[src/rtl/matriz_scan_ctrl_if.sv]
// matriz_scan_ctrl_if: scan controller link to mode switches, row pattern registers and LED matrix
interface matriz_scan_ctrl_if;
  logic ch0;
  logic ch1;
  logic [4:0] row_data;
  logic [3:0] pat_idx;
  logic [6:0] acender_coluna;
  logic [4:0] saida_linha;
  logic frame_start;
  modport master(input ch0, ch1, row_data, output pat_idx, acender_coluna, saida_linha, frame_start);
  modport slave(output ch0, ch1, row_data, input pat_idx, acender_coluna, saida_linha, frame_start);
endinterface

[src/rtl/matriz_scan_ctrl.sv]
// matriz_scan_ctrl: 5x7 matrix column scan, scroll offset and frame-aligned mode control
module matriz_scan_ctrl #(
  parameter int SCAN_DIV = 1000,
  parameter int BLANK_CYC = 2,
  parameter int STEP_FRAMES = 25
) (
  input logic clk,
  input logic reset_n,
  matriz_scan_ctrl_if.master bus
);
  localparam int KW = $clog2(SCAN_DIV);
  localparam int FW = STEP_FRAMES > 1 ? $clog2(STEP_FRAMES) : 1;
  logic [KW-1:0] k, k_n;
  logic [2:0] c, c_n;
  logic [FW-1:0] f, f_n;
  logic [3:0] off, off_n;
  logic [1:0] s1, mode_s, mode_q, mode_n;
  logic [4:0] row_q, row_n;
  logic run, slot_end, wrap, step, lit;
  // Outputs are registered from next-state so they always describe the slot the counters are in.
  always_comb begin
    slot_end = run && k == KW'(SCAN_DIV - 1);
    wrap = slot_end && c == 3'd6;
    step = wrap && f == FW'(STEP_FRAMES - 1);
    k_n = (!run || slot_end) ? '0 : k + 1'b1;
    c_n = !run ? '0 : slot_end ? (c == 3'd6 ? '0 : c + 1'b1) : c;
    f_n = wrap ? (step ? '0 : f + 1'b1) : f;
    mode_n = wrap ? mode_s : mode_q;
    off_n = mode_n == 2'b00 ? '0 : !step ? off : mode_n == 2'b01 ? off + 1'b1 : mode_n == 2'b10 ? off - 1'b1 : off;
    row_n = (run && k == KW'(BLANK_CYC - 1)) ? bus.row_data : row_q;
    lit = k_n >= KW'(BLANK_CYC) && mode_n != 2'b11;
  end
  always_ff @(posedge clk) begin
    if (!reset_n) begin
      run <= 1'b0;
      k <= '0;
      c <= '0;
      f <= '0;
      off <= '0;
      s1 <= '0;
      mode_s <= '0;
      mode_q <= '0;
      row_q <= '0;
      bus.pat_idx <= '0;
      bus.acender_coluna <= '0;
      bus.saida_linha <= '0;
      bus.frame_start <= 1'b0;
    end else begin
      run <= 1'b1;
      k <= k_n;
      c <= c_n;
      f <= f_n;
      off <= off_n;
      s1 <= {bus.ch1, bus.ch0};
      mode_s <= s1;
      mode_q <= mode_n;
      row_q <= row_n;
      bus.pat_idx <= {1'b0, c_n} + off_n;
      bus.acender_coluna <= lit ? 7'b1000000 >> c_n : '0;
      bus.saida_linha <= lit ? row_n : '0;
      bus.frame_start <= k_n == '0 && c_n == '0;
    end
  end
endmodule

[src/flat_wrapper.sv]
// flat-port wrapper written by rule: the top's interface ports become plain ports
module matriz_scan_ctrl_flat 
#(
  parameter int SCAN_DIV = 1000,
  parameter int BLANK_CYC = 2,
  parameter int STEP_FRAMES = 25
)
  (clk, reset_n, bus_ch0, bus_ch1, bus_row_data, bus_pat_idx, bus_acender_coluna, bus_saida_linha, bus_frame_start);
  matriz_scan_ctrl_if bus_i ();
  input logic clk;
  input logic reset_n;
  input wire logic [$bits(bus_i.ch0)-1:0] bus_ch0;
  input wire logic [$bits(bus_i.ch1)-1:0] bus_ch1;
  input wire logic [$bits(bus_i.row_data)-1:0] bus_row_data;
  output wire logic [$bits(bus_i.pat_idx)-1:0] bus_pat_idx;
  output wire logic [$bits(bus_i.acender_coluna)-1:0] bus_acender_coluna;
  output wire logic [$bits(bus_i.saida_linha)-1:0] bus_saida_linha;
  output wire logic [$bits(bus_i.frame_start)-1:0] bus_frame_start;
  assign bus_i.ch0 = bus_ch0;
  assign bus_i.ch1 = bus_ch1;
  assign bus_i.row_data = bus_row_data;
  assign bus_pat_idx = bus_i.pat_idx;
  assign bus_acender_coluna = bus_i.acender_coluna;
  assign bus_saida_linha = bus_i.saida_linha;
  assign bus_frame_start = bus_i.frame_start;
  matriz_scan_ctrl #(.SCAN_DIV(SCAN_DIV), .BLANK_CYC(BLANK_CYC), .STEP_FRAMES(STEP_FRAMES)) u_core (.clk(clk), .reset_n(reset_n), .bus(bus_i));
endmodule
[config.mk]
export PLATFORM = sky130hd
export DESIGN_NAME = matriz_scan_ctrl_flat
export DESIGN_NICKNAME = d
export VERILOG_FILES = /design/src/rtl/matriz_scan_ctrl_if.sv /design/src/rtl/matriz_scan_ctrl.sv /design/src/flat_wrapper.sv
export SDC_FILE = /design/constraint.sdc
export NUM_CORES = 1
export LEC_CHECK = 0
export CAP_MARGIN = 25
export CORE_MARGIN = 8
export CORE_UTILIZATION = 30
export CTS_CLUSTER_DIAMETER = 100
export CTS_CLUSTER_SIZE = 8
export DETAILED_ROUTE_END_ITERATION = 10
export GPL_ROUTABILITY_DRIVEN = 0
export PLACE_DENSITY = 0.6
export SKIP_CTS_REPAIR_TIMING = 1
export SYNTH_ARGS = -nofsm -noshare
export SYNTH_HDL_FRONTEND = slang
export SYNTH_SLANG_ARGS = --single-unit
[constraint.sdc]
create_clock -name clk -period 3.4 [get_ports clk]
set_input_delay 0.68 -clock clk [delete_from_list [all_inputs] [get_ports clk]]
set_output_delay 0.68 -clock clk [all_outputs]
set_load 0.005 [all_outputs]
==> flow_metrics.tcl <==
set metrics [dict create \
    ir_drop_mv 0.217 \
    drtIter0Drc 69 \
    grt_first_pass_wirelength_mm 8.35 \
    coreArea_mm2 0.00769 \
    grt_max_degree 21 \
    crit_path_end_kind "flop" \
    crit_buf_inv 0 \
    synth_ff_type "dfxtp_1" \
    wl_per_cell_um 12.8 \
    cts_buffers 5 \
    max_clock_freq_mhz 313 \
    synth.distinct_cells 52 \
    hold_viol 0 \
    htree_levels 2 \
    portBuffers 25 \
    p_leak_nw 1.03 \
    yosysTopAreaCell "dfxtp_1" \
    fin_crit_sh_pct 94.0 \
    crit_type "flop to flop" \
    routed-via-count 1848 \
    clock_path_buffers 2 \
    yosys_warnings 0 \
    rsz0062_at_grt "false" \
    final.min_clock_period_ns 3.20 \
    num_rows 32 \
    n_antenna_cell 0 \
    overflow 0 \
    ant_nets 0 \
    critical_path_required_ns 3.61 \
    timing.max_cap.violations 0 \
    dieArea_mm2 0.0109 \
    grt_pass1_vias 1744 \
    dieHeight_um 105 \
    max_stage_delay_ns 0.61 \
    dp_hpwl_mm 3.66 \
    cts_tree "built" \
    synth-edff-count 0 \
    cp_slowest_cell "or4_4" \
    worstHoldPathType "flop to flop" \
    holdWs_ns 0.440 \
    drc_errors 0 \
    grt_usage_pct 9.14 \
    vias_per_cell 4.79 \
    slew_headroom_pct 56.5 \
    syn_avg_cell_area_um2 9.21 \
    cts-root-buf "clkbuf_8" \
    start_util_pct 30.7 \
    synthCells 256 \
    ys_top_cells_by_count "dfxtp_1 (51), nor2_1 (35), and2_1 (16)" \
    syn2layout_area_growth_pct 19.6 \
    synth_nets 275 \
    clock-sinks 51 \
    drt_wl_total_mm 4.94 \
    clock_skew_ns 0.0130 \
    synthArstFlopShare_pct 0 \
    cp_data_arrival_time_ns 3.40 \
    tns_ns 0 \
    path_cells "ha_1, nand2_1, or4_4, mux2i_4, a2bb2oi_1, o221a_2, ha_1, a21o_1, a21oi_1, nor2_1, mux2_4" \
    pin_count 26 \
    ys_ff_latch 51 \
    worst_pin_slew_ns 0.650 \
    synth.most_common_cell "dfxtp_1" \
    crit_family "simple AND/OR/NAND/NOR gates" \
    power_density_mw_per_mm2 360 \
    reg2regPathDepth 11 \
    insertion_delay_ns 0.30 \
    nets 302 \
    crit_cells 11 \
    drv_slew 0 \
    drive_gt1_share_pct 8.80 \
    crit_top_cell "ha_1" \
    worst_setup_path_start_kind "flop" \
    critPathMaxFanout 14 \
    dr.pass1.iters 4 \
    clk_pin_slew_ns 0.10 \
    synth_top_area_share_pct 43.3 \
    yosysSeqAreaShare_pct 43.3 \
    antenna_found_initial 0 \
    synth_area_leaders "dfxtp_1 (43%), nor2_1 (5.6%), ha_1 (4.8%)" \
    syn-cell-area_mm2 0.00236 \
    holdPathStages 1 \
    status "finished clean" \
    fp.dieW_um 105 \
    setup_viol 0 \
]
worst register-to-register path, cell delays in order (launching register included):
cell	delay, ns
dfxtp_1	0.41
ha_1	0.27
nand2_1	0.13
or4_4	0.61
mux2i_4	0.37
a2bb2oi_1	0.19
o221a_2	0.25
ha_1	0.23
a21o_1	0.15
a21oi_1	0.16
nor2_1	0.06
mux2_4	0.27
cell families (layout without fill, tap and decap cells):
family	count (synthesis)	after routing	synth area share, %
AND/OR/NAND/NOR	114	114	26.1
AO/OA/AOI/OAI	37	37	11.1
buffers and inverters	22	50	4.41
XOR/XNOR	13	13	4.83
multiplexers	9	9	4.62
flip-flops	51	51	43.3
adder cells (fa/ha/maj)	10	10	5.63
per-layer routing:
metal  vias up  wire length [µm]  GRT usage (%)
met4         0                69           2.96
li1        945                 -              -
met2        25              2230           14.6
met3         4               168           2.52
met5         -                 0              0
met1       874              2470           11.6
per-stage QoR:
step           cells  instance area, µm²  utilization, %  total power [W]  setup WS, ns
6_report         386                2820            36.7          0.00102         0.205
5_1_grt          386                2820            36.7          0.00106      0.000607
4_1_cts          386                2820            36.7          0.00103         0.188
3_5_place_dp     378                2730            35.4         0.000671         0.187
3_3_place_gp     378                2730            35.4         0.000670         0.262
2_1_floorplan    256                2360               -         0.000647         0.186
worst paths after layout:
kind	slack [ns]	start	to
max	0.20	u_core.k[0]	u_core.bus.pat_idx[3]
min	0.44	u_core.s1[1]	u_core.mode_s[1]
max reg2reg	0.20	u_core.k[0]	u_core.bus.pat_idx[3]
min reg2reg	0.44	u_core.s1[1]	u_core.mode_s[1]
power breakdown:
part / switching (W) / total [W] / internal [W]
combinational: 0.0000255 / 0.0000488 / 0.0000233
sequential: 0.00000317 / 0.000608 / 0.000605
clock: 0.000209 / 0.000359 / 0.000150
layout make-up:
class	count	area [µm²]
Fill cell	803	4870
Multi-Input combinational cell	183	1230
Sequential cell	51	1020
Timing Repair Buffer	33	310
Tap cell	102	128
Clock buffer	5	68.8
Inverter	9	33.8
Clock inverter	3	25.0
layout by cell type, fill, tap and decap left out, types with 4 or more instances in the layout:
cell type	count
a21oi_1	6
and2_1	16
and3_1	4
buf_4	8
clkbuf_8	5
clkdlybuf4s50_1	25
dfxtp_1	51
ha_1	9
inv_1	8
mux2i_1	6
nand2_1	14
nand3_1	6
nand4_1	4
nor2_1	35
nor3_1	10
nor4_1	9
o21ai_0	8
xnor2_1	8
xor2_1	5
registers in the layout, summed over array words and instances, names as in the netlist:
| signal | flops |
|---|---|
| u_core.c | 3 |
| u_core.bus.pat_idx | 4 |
| u_core.bus.saida_linha | 5 |
| u_core.k | 10 |
| u_core.f | 5 |
| u_core.row_q | 5 |
| u_core.off | 4 |
| u_core.run | 1 |
| u_core.mode_q | 2 |
| u_core.s1 | 2 |
| u_core.bus.frame_start | 1 |
| u_core.mode_s | 2 |
| u_core.bus.acender_coluna | 7 |
(Power assumes the default switching activity.)
